[config.mk]
export PLATFORM = sky130hd
export DESIGN_NAME = ahb_cmd_master
export DESIGN_NICKNAME = d
export VERILOG_FILES = /design/src/rtl/ahb_cmd_master.sv
export SDC_FILE = /design/constraint.sdc
export NUM_CORES = 1
export LEC_CHECK = 0
export ABC_CLOCK_PERIOD_IN_PS = 4800
export CORE_ASPECT_RATIO = 0.8
export CORE_MARGIN = 2
export CORE_UTILIZATION = 54
export DETAILED_ROUTE_END_ITERATION = 6
export PLACE_DENSITY = 0.8
export SYNTH_ARGS = -nofsm -noshare
export SYNTH_HDL_FRONTEND = slang
export SYNTH_SLANG_ARGS = --single-unit
[constraint.sdc]
create_clock -name HCLK -period 4.8 [get_ports HCLK]
set_input_delay 0.96 -clock HCLK [delete_from_list [all_inputs] [get_ports HCLK]]
set_output_delay 0.96 -clock HCLK [all_outputs]
set_load 0.005 [all_outputs]
[src/rtl/ahb_cmd_master.sv]
// ahb_cmd_master: buffered command to single-transfer AHB-Lite master; optional error check via AHB_CMD_MASTER_ERRCHK_EN
module ahb_cmd_master #(
    parameter int AWIDTH    = 10,
    parameter int CMD_DEPTH = 4
) (
    input  logic              HCLK,
    input  logic              HRESET,
    input  logic              CMD_VALID,
    output logic              CMD_READY,
    input  logic              CMD_WRITE,
    input  logic [AWIDTH-1:0] CMD_ADDR,
    input  logic [31:0]       CMD_WDATA,
    input  logic [2:0]        CMD_SIZE,
    output logic              RSP_VALID,
    output logic [31:0]       RSP_RDATA,
    output logic              RSP_ERR,
    output logic              HSEL,
    output logic [AWIDTH-1:0] HADDR,
    output logic              HWRITE,
    output logic [1:0]        HTRANS,
    output logic [2:0]        HSIZE,
    output logic [2:0]        HBURST,
    output logic              HMASTLOCK,
    output logic [3:0]        HPROT,
    output logic [31:0]       HWDATA,
    output logic              HREADYIN,
    input  logic [31:0]       HRDATA,
    input  logic              HREADYOUT,
    input  logic              HRESP
);
    localparam int PW = $clog2(CMD_DEPTH);
    localparam int CW = PW + 1;
    localparam int EW = AWIDTH + 36;
`ifdef AHB_CMD_MASTER_ERRCHK_EN
    typedef enum logic [1:0] {IDLE, ADDR, DATA, ERR2} state_t;
`else
    typedef enum logic [1:0] {IDLE, ADDR, DATA} state_t;
    logic unused_hresp;
    assign unused_hresp = HRESP;
    assign RSP_ERR      = 1'b0;
`endif
    state_t        state;
    logic [EW-1:0] mem [CMD_DEPTH];
    logic [PW-1:0] wr_ptr, rd_ptr;
    logic [CW-1:0] count, count_nx;
    logic [31:0]   cur_wdata;
    logic          push, pop;
    assign push      = CMD_VALID && CMD_READY;
    assign pop       = state == IDLE && count != '0;
    assign count_nx  = count + CW'(push) - CW'(pop);
    assign HBURST    = 3'b000;
    assign HMASTLOCK = 1'b0;
    assign HPROT     = 4'b0011;
    assign HREADYIN  = HREADYOUT;

    // command storage; a slot's contents only matter while it is occupied
    always_ff @(posedge HCLK)
        if (push) mem[wr_ptr] <= {CMD_WRITE, CMD_SIZE, CMD_ADDR, CMD_WDATA};

    // buffer pointers, occupancy and registered ready (full means not ready)
    always_ff @(posedge HCLK or posedge HRESET)
        if (HRESET) begin
            wr_ptr    <= '0;
            rd_ptr    <= '0;
            count     <= '0;
            CMD_READY <= 1'b0;
        end else begin
            wr_ptr    <= wr_ptr + PW'(push);
            rd_ptr    <= rd_ptr + PW'(pop);
            count     <= count_nx;
            CMD_READY <= count_nx != CW'(CMD_DEPTH);
        end

    // transfer sequencer: one address phase, one data phase, one idle gap per command
    always_ff @(posedge HCLK or posedge HRESET)
        if (HRESET) begin
            state     <= IDLE;
            HSEL      <= 1'b0;
            HTRANS    <= 2'b00;
            HADDR     <= '0;
            HWRITE    <= 1'b0;
            HSIZE     <= 3'b000;
            HWDATA    <= '0;
            cur_wdata <= '0;
            RSP_VALID <= 1'b0;
            RSP_RDATA <= '0;
`ifdef AHB_CMD_MASTER_ERRCHK_EN
            RSP_ERR   <= 1'b0;
`endif
        end else begin
            RSP_VALID <= 1'b0;
            case (state)
                IDLE: if (pop) begin
                    state  <= ADDR;
                    HSEL   <= 1'b1;
                    HTRANS <= 2'b10;
                    {HWRITE, HSIZE, HADDR, cur_wdata} <= mem[rd_ptr];
                end
                ADDR: if (HREADYOUT) begin
                    state  <= DATA;
                    HSEL   <= 1'b0;
                    HTRANS <= 2'b00;
                    HWDATA <= cur_wdata;
                end
`ifdef AHB_CMD_MASTER_ERRCHK_EN
                DATA: if (HRESP && !HREADYOUT) state <= ERR2;
                else if (HREADYOUT) begin
                    state     <= IDLE;
                    RSP_VALID <= 1'b1;
                    RSP_RDATA <= HWRITE ? 32'd0 : HRDATA;
                    RSP_ERR   <= 1'b0;
                end
                ERR2: if (HRESP && HREADYOUT) begin
                    state     <= IDLE;
                    RSP_VALID <= 1'b1;
                    RSP_RDATA <= 32'd0;
                    RSP_ERR   <= 1'b1;
                end
`else
                DATA: if (HREADYOUT) begin
                    state     <= IDLE;
                    RSP_VALID <= 1'b1;
                    RSP_RDATA <= HWRITE ? 32'd0 : HRDATA;
                end
`endif
                default: state <= IDLE;
            endcase
        end
endmodule

==> impl_metrics.toml, run 1 <==
[placement]
post_dp_cell_area_sq_mm = 0.01331
port_buffers = 164
hpwl_microns = 12410
place_congestion = 0.8413
dpl.cell_count = 1011

[global_route]
grt_pass1_vias = 6064
antenna_found_initial = 1
grt_pass1_wl_microns = 33270
grt_overflow = 0
grtUsageTotal = 0.1908
grt_max_degree = 88

[worst_setup_path]
crit_path_end_kind = "output pin"
worst-path-max-fanout = 5
critPathMostFrequentCell = "clkdlybuf4s50_1"
crit_required_ns = 3.84
cp_top_family = "buffers and inverters"
cp.arrival_ns = 2.06
cp_slowest_cell = "clkdlybuf4s50_1"
worstPathCellList = "clkdlybuf4s50_1, clkdlybuf4s50_1"
critical-path-max-stage-delay_ns = 0.57
crit_type = "in2out"
critPathBufInv = 2
cp-start-kind = "input port"

[detailed_routing]
drtIter0Drc = 376
first_pass_iters = 4
ant_nets = 0
vias_per_cell = 5.401
drc = 0
wl_per_cell_microns = 19.55
vias = 5757
wirelength_microns = 20840

[final_layout]
finish.instance_area_sq_mm = 0.01431
utilization = 0.6892
final_layout_size_suffix_gt1_frac = 0.1957
final_cells = 1066
num-nets-final = 860
area_growth_pct = 25.08
antenna_cells = 0

[floorplanning]
ios = 176
coreArea_sq_mm = 0.02076
die_y_microns = 134.2
initial_core_util = 0.5510
die_x_microns = 166.7
rows = 47
die_area_sq_mm = 0.02237

[cts]
clock_latency_ns = 0.53
clockBufferDepth = 3
holdBufCountCts = 0
cts_root_buffer = "clkbuf_16"
clock_sinks = 306
tritoncts = "built"
clk_pin_slew_ns = 0.06
ctsHtreeMaxLevel = 1
cts_setup_buffers = 0
cts_resized = 0
numCtsBuffers = 30

[yosys]
synth-edff-count = 184
ys_types = 27
synth_top_cell_by_area = "edfxtp_1"
syn_avg_cell_area_sq_um = 19.03
netlist_area_sq_mm = 0.01144
async_flop_share = 0.3987
ys.flop_type = "edfxtp_1"
ys_seq_area_frac = 0.7499
yosys_warnings = 0
synth_area_leaders = "edfxtp_1 (48%), dfrtp_1 (27%), mux4_2 (9.1%)"
synth-seq-cells = 306
yosys.area.top_type_share = 0.4830
synthCells = 601

[power]
ir_drop_mv = 0.3431
power_density_mw_per_mm2 = 636.7
p_leak_nw = 5.262

[sta]
period_needed_ns = 3.021
fin_hold_ws_ns = 0.4817
worst_pin_slew_ns = 1.003
finalSetupViolCount = 0
finClkSkew_ns = 0.01242
totalNegativeSetupSlack_ns = 0
slew_headroom = 0.3311
fin_crit_sh = 0.6293
rsz0062_at_grt = "false"
max_freq_mhz = 331.0
drv_slew = 0
hold_violations = 0

[flow_run]
max_cap_violations = 0

[worst_hold_path]
hold_class = "reg2reg"

[status]
status = "completed"
-- where the power goes --
part           switching [mW]  internal (mW)
clock network           0.914           1.40
registers               0.492           3.65
logic                    1.04           1.61
total                    2.45           6.66
-- cell type report --
cell class                      instances  area (sq um)
Tap cell                              269         336.6
Multi-Input combinational cell        258          2658
Clock buffer                           38         812.0
Timing Repair Buffer                  174          1717
Sequential cell                       306          8583
Clock inverter                         17         181.4
Fill cell                            1361          6451
Inverter                                4         20.02
-- synthesized netlist by cell type (2+ instances only) --
cell      instances
mux2_2           46
clkbuf_1         13
mux2_1           32
nand2b_1         35
buf_6             3
mux4_2           46
dfrtp_1         122
nor3_1            2
nand3b_1          2
edfxtp_1        184
o21ai_0          16
buf_4            12
o21ai_1          18
buf_1             2
nand2_1          36
xnor2_1           5
inv_1             4
buf_2            11
nor3b_1           2
ha_1              2
conb_1            2
-- worst paths after layout --
path                               from            end  slack (ns)  cells past startpoint
hold reg to reg            cur_wdata[6]      HWDATA[6]        0.48                      1
hold / removal             cur_wdata[6]      HWDATA[6]        0.48                      1
setup / recovery              HREADYOUT       HREADYIN        1.78                      2
max in group asynchronous        HRESET      HWDATA[1]        3.04                      3
min in group asynchronous        HRESET  RSP_RDATA[23]        0.95                      2
setup reg to reg               state[1]      CMD_READY        2.16                      7
-- cells in the final DEF (no fill, tap or decap), types with 2 or more instances in the layout --
cell type        count
clkdlybuf4s50_1    164
clkbuf_1             6
xnor2_1              5
dfrtp_1            120
nor3b_2              2
clkinvlp_2           3
o21ai_1             18
buf_4               10
bufinv_16            4
edfxtp_1           184
inv_1                3
nand2b_1            35
clkinv_2             7
mux2_2              46
clkinv_1             3
nand2_1             36
mux4_2              46
conb_1              10
ha_1                 2
mux2_1              32
nand3b_1             2
o21ai_0             16
clkbuf_16           31
-- sequential cells by signal, summed over array words and instances, names as in the netlist, 2 cells and up --
signal,flops
RSP_RDATA,32
mem,184
HSIZE,3
state,2
wr_ptr,2
rd_ptr,2
HWDATA,32
HADDR,10
count,3
cur_wdata,32
-- cells by family after synthesis --
group                      after synthesis  share of synthesized area
DFF                                    306                     0.7499
muxes                                  124                     0.1674
and+or+nand+nor                         81                    0.03675
buffers and inverters                   45                    0.02188
AOI/OAI and AO/OA                       34                    0.01488
xor gates and xnor gates                 6                   0.004594
adders and majority gates                3                   0.003938
other                                    2                  0.0006566
-- through the flow --
step           setup WS (ns)  total power [mW]
2_1_floorplan        -0.1998             5.709
3_3_place_gp           1.544             6.745
3_5_place_dp           1.499             6.882
4_1_cts                1.778             9.234
5_1_grt                1.742             9.614
6_report               1.779             9.110
-- routing by layer --
layer,vias up,part of all wire,GRT usage
met4,2,0.015,0.03784
met5,-,0.00086,0
met1,2939,0.44,0.2665
li1,2591,-,-
met2,201,0.48,0.3140
met3,24,0.066,0.04751
(Power assumes the default switching activity.)
==> inputs of run 2 (changes only) <==
- ABC_CLOCK_PERIOD_IN_PS: 4800 -> 2500
- CORE_UTILIZATION: 54 -> 48
- PLACE_DENSITY: 0.8 -> 0.75
- clock period: 4.8 -> 2.5 ns (I/O delays scaled with it)
==> run 2 against run 1 <==
Setup slack lost 1.6 ns; total power grew 93%; worst hold slack lost 0.19 ns; first-iteration DRC count shrank 7.4%; flip-flop and latch count is the same; wire length grew 4.4%; critical endpoint is now CMD_READY; largest cell class unchanged; highest routed layer unchanged.
==> impl_metrics.toml, run 2 (same netlist as run 1, synthesis figures left out) <==
[status]
status = "completed"

[worst_setup_path]
worst-path-max-fanout = 6
rrSetupSlack_ns = 0.20
critPathBufInv = 0
cp-startpoint = "state[1]"
crit_required_ns = 2.91
cp.arrival_ns = 2.71
cp_slowest_cell = "or3_2"
crit_type = "reg2reg"
r2r_start = "state[1]"
critical-path-max-stage-delay_ns = 0.55
worstPathCellList = "or3_2, xnor2_1, ha_1, fa_1, xnor2_1, xnor2_1, nand2_1"
critPathMostFrequentCell = "xnor2_1"
cp_top_family = "simple AND/OR/NAND/NOR gates"
cp-start-kind = "flop"
crit_path_end_kind = "flop"

[cts]
tritoncts = "built"
cts_resized = 0
holdBufCountCts = 0
clockBufferDepth = 3
numCtsBuffers = 30
clock_sinks = 306
clock_latency_ns = 0.55
cts_setup_buffers = 0
ctsHtreeMaxLevel = 1
clk_pin_slew_ns = 0.06
cts_root_buffer = "clkbuf_16"

[sta]
fin_hold_ws_ns = 0.2883
drv_slew = 0
totalNegativeSetupSlack_ns = 0
slew_headroom = 0.5325
max_freq_mhz = 434.6
worst_pin_slew_ns = 0.7012
finClkSkew_ns = 0.02016
rsz0062_at_grt = "false"
hold_violations = 0
period_needed_ns = 2.301
fin_crit_sh = 0.9204
finalSetupViolCount = 0

[final_layout]
num-nets-final = 870
top_register = "mem"
final_cells = 1121
largest_reg_flops = 184
mostFrequentLayoutCells = "edfxtp_1 (184), clkdlybuf4s50_1 (164), dfrtp_1 (120), mux2_2 (46), mux4_2 (46)"
utilization = 0.6210
finish.instance_area_sq_mm = 0.01453
layout_commonest_cell = "edfxtp_1"
final_layout_size_suffix_gt1_frac = 0.2030
area_growth_pct = 27.03

[detailed_routing]
drtIter0Drc = 348
first_pass_iters = 4
ant_nets = 0
wirelength_microns = 21750
wl_per_cell_microns = 19.40
vias = 5819
vias_per_cell = 5.191
drc = 0

[power]
pwr-share-comb = 0.317
pwr-share-seq = 0.442
ir_drop_mv = 0.5711
p_leak_nw = 5.335
power_switching_mw = 4.824
p_int_mw = 12.74
power_density_mw_per_mm2 = 1209
netSwitchingFraction = 0.2746
clkPwrFrac = 0.241

[floorplanning]
die_area_sq_mm = 0.02509
die_x_microns = 176.6
coreArea_sq_mm = 0.02340
ios = 176
rows = 50
initial_core_util = 0.4889
die_y_microns = 142.1

[global_route]
grt_max_degree = 68
grtUsageTotal = 0.1773
antenna_found_initial = 2
grt_overflow = 0
grt_pass1_wl_microns = 34420
grt_pass1_vias = 6360

[placement]
dpl.cell_count = 1064
port_buffers = 164
place_congestion = 0.8685
hpwl_microns = 13880
post_dp_cell_area_sq_mm = 0.01359

[worst_hold_path]
hold_class = "in2async"

[flow_run]
max_cap_violations = 0
==> run 2: changes by cell type in the layout (fill, tap and decap cells not counted), moves of 2 or more <==
| cell | delta |
|---|---|
| clkinvlp_2 | -3 |
| nor3b_4 | +2 |
| nor3b_2 | -2 |
| clkbuf_1 | +3 |
| buf_12 | +10 |
| clkinvlp_4 | +2 |
| bufinv_16 | -2 |
==> run 2: cell type report <==
cell class	instances	area, sq um
antenna	1	2.502
clock inverter	16	143.9
sequential	306	8583
tap	312	390.4
inverter	4	18.77
fill	1679	8867
timing repair buffer	184	1917
multi-input combinational	258	2676
clock buffer	40	798.3
==> run 2: metal layers <==
| layer | vias to the layer above | share of wire | global-route usage |
|---|---|---|---|
| li1 | 2606 | - | - |
| met1 | 2959 | 0.41 | 0.2282 |
| met2 | 218 | 0.49 | 0.3004 |
| met3 | 32 | 0.085 | 0.05208 |
| met4 | 4 | 0.014 | 0.04089 |
| met5 | - | 0.0013 | 0 |
==> run 2: power groups by stage <==
stage               Sequential, mW  Combinational [mW]  Clock [mW]
finish                        7.76                5.56        4.24
global route                  7.94                6.03        4.57
CTS                           7.80                5.70        4.34
detailed placement            7.88                5.66           0
global placement              7.76                5.48           0
floorplan                     7.65                3.29           0
==> run 2: final timing paths <==
check | to | cells past startpoint
setup / recovery | CMD_READY | 7
hold / removal | RSP_RDATA[11] | 2
setup reg to reg | CMD_READY | 7
hold reg to reg | HWDATA[6] | 1
max in group asynchronous | rd_ptr[0] | 3
min in group HCLK | HWDATA[6] | 1
==> run 2: through the flow <==
stage	worst slack [ns]	total power [mW]
3_5_place_dp	0.06592	13.55
6_report	0.1990	17.57
2_1_floorplan	-0.4474	10.95
5_1_grt	0.09843	18.53
3_3_place_gp	0.1819	13.24
4_1_cts	0.1988	17.84
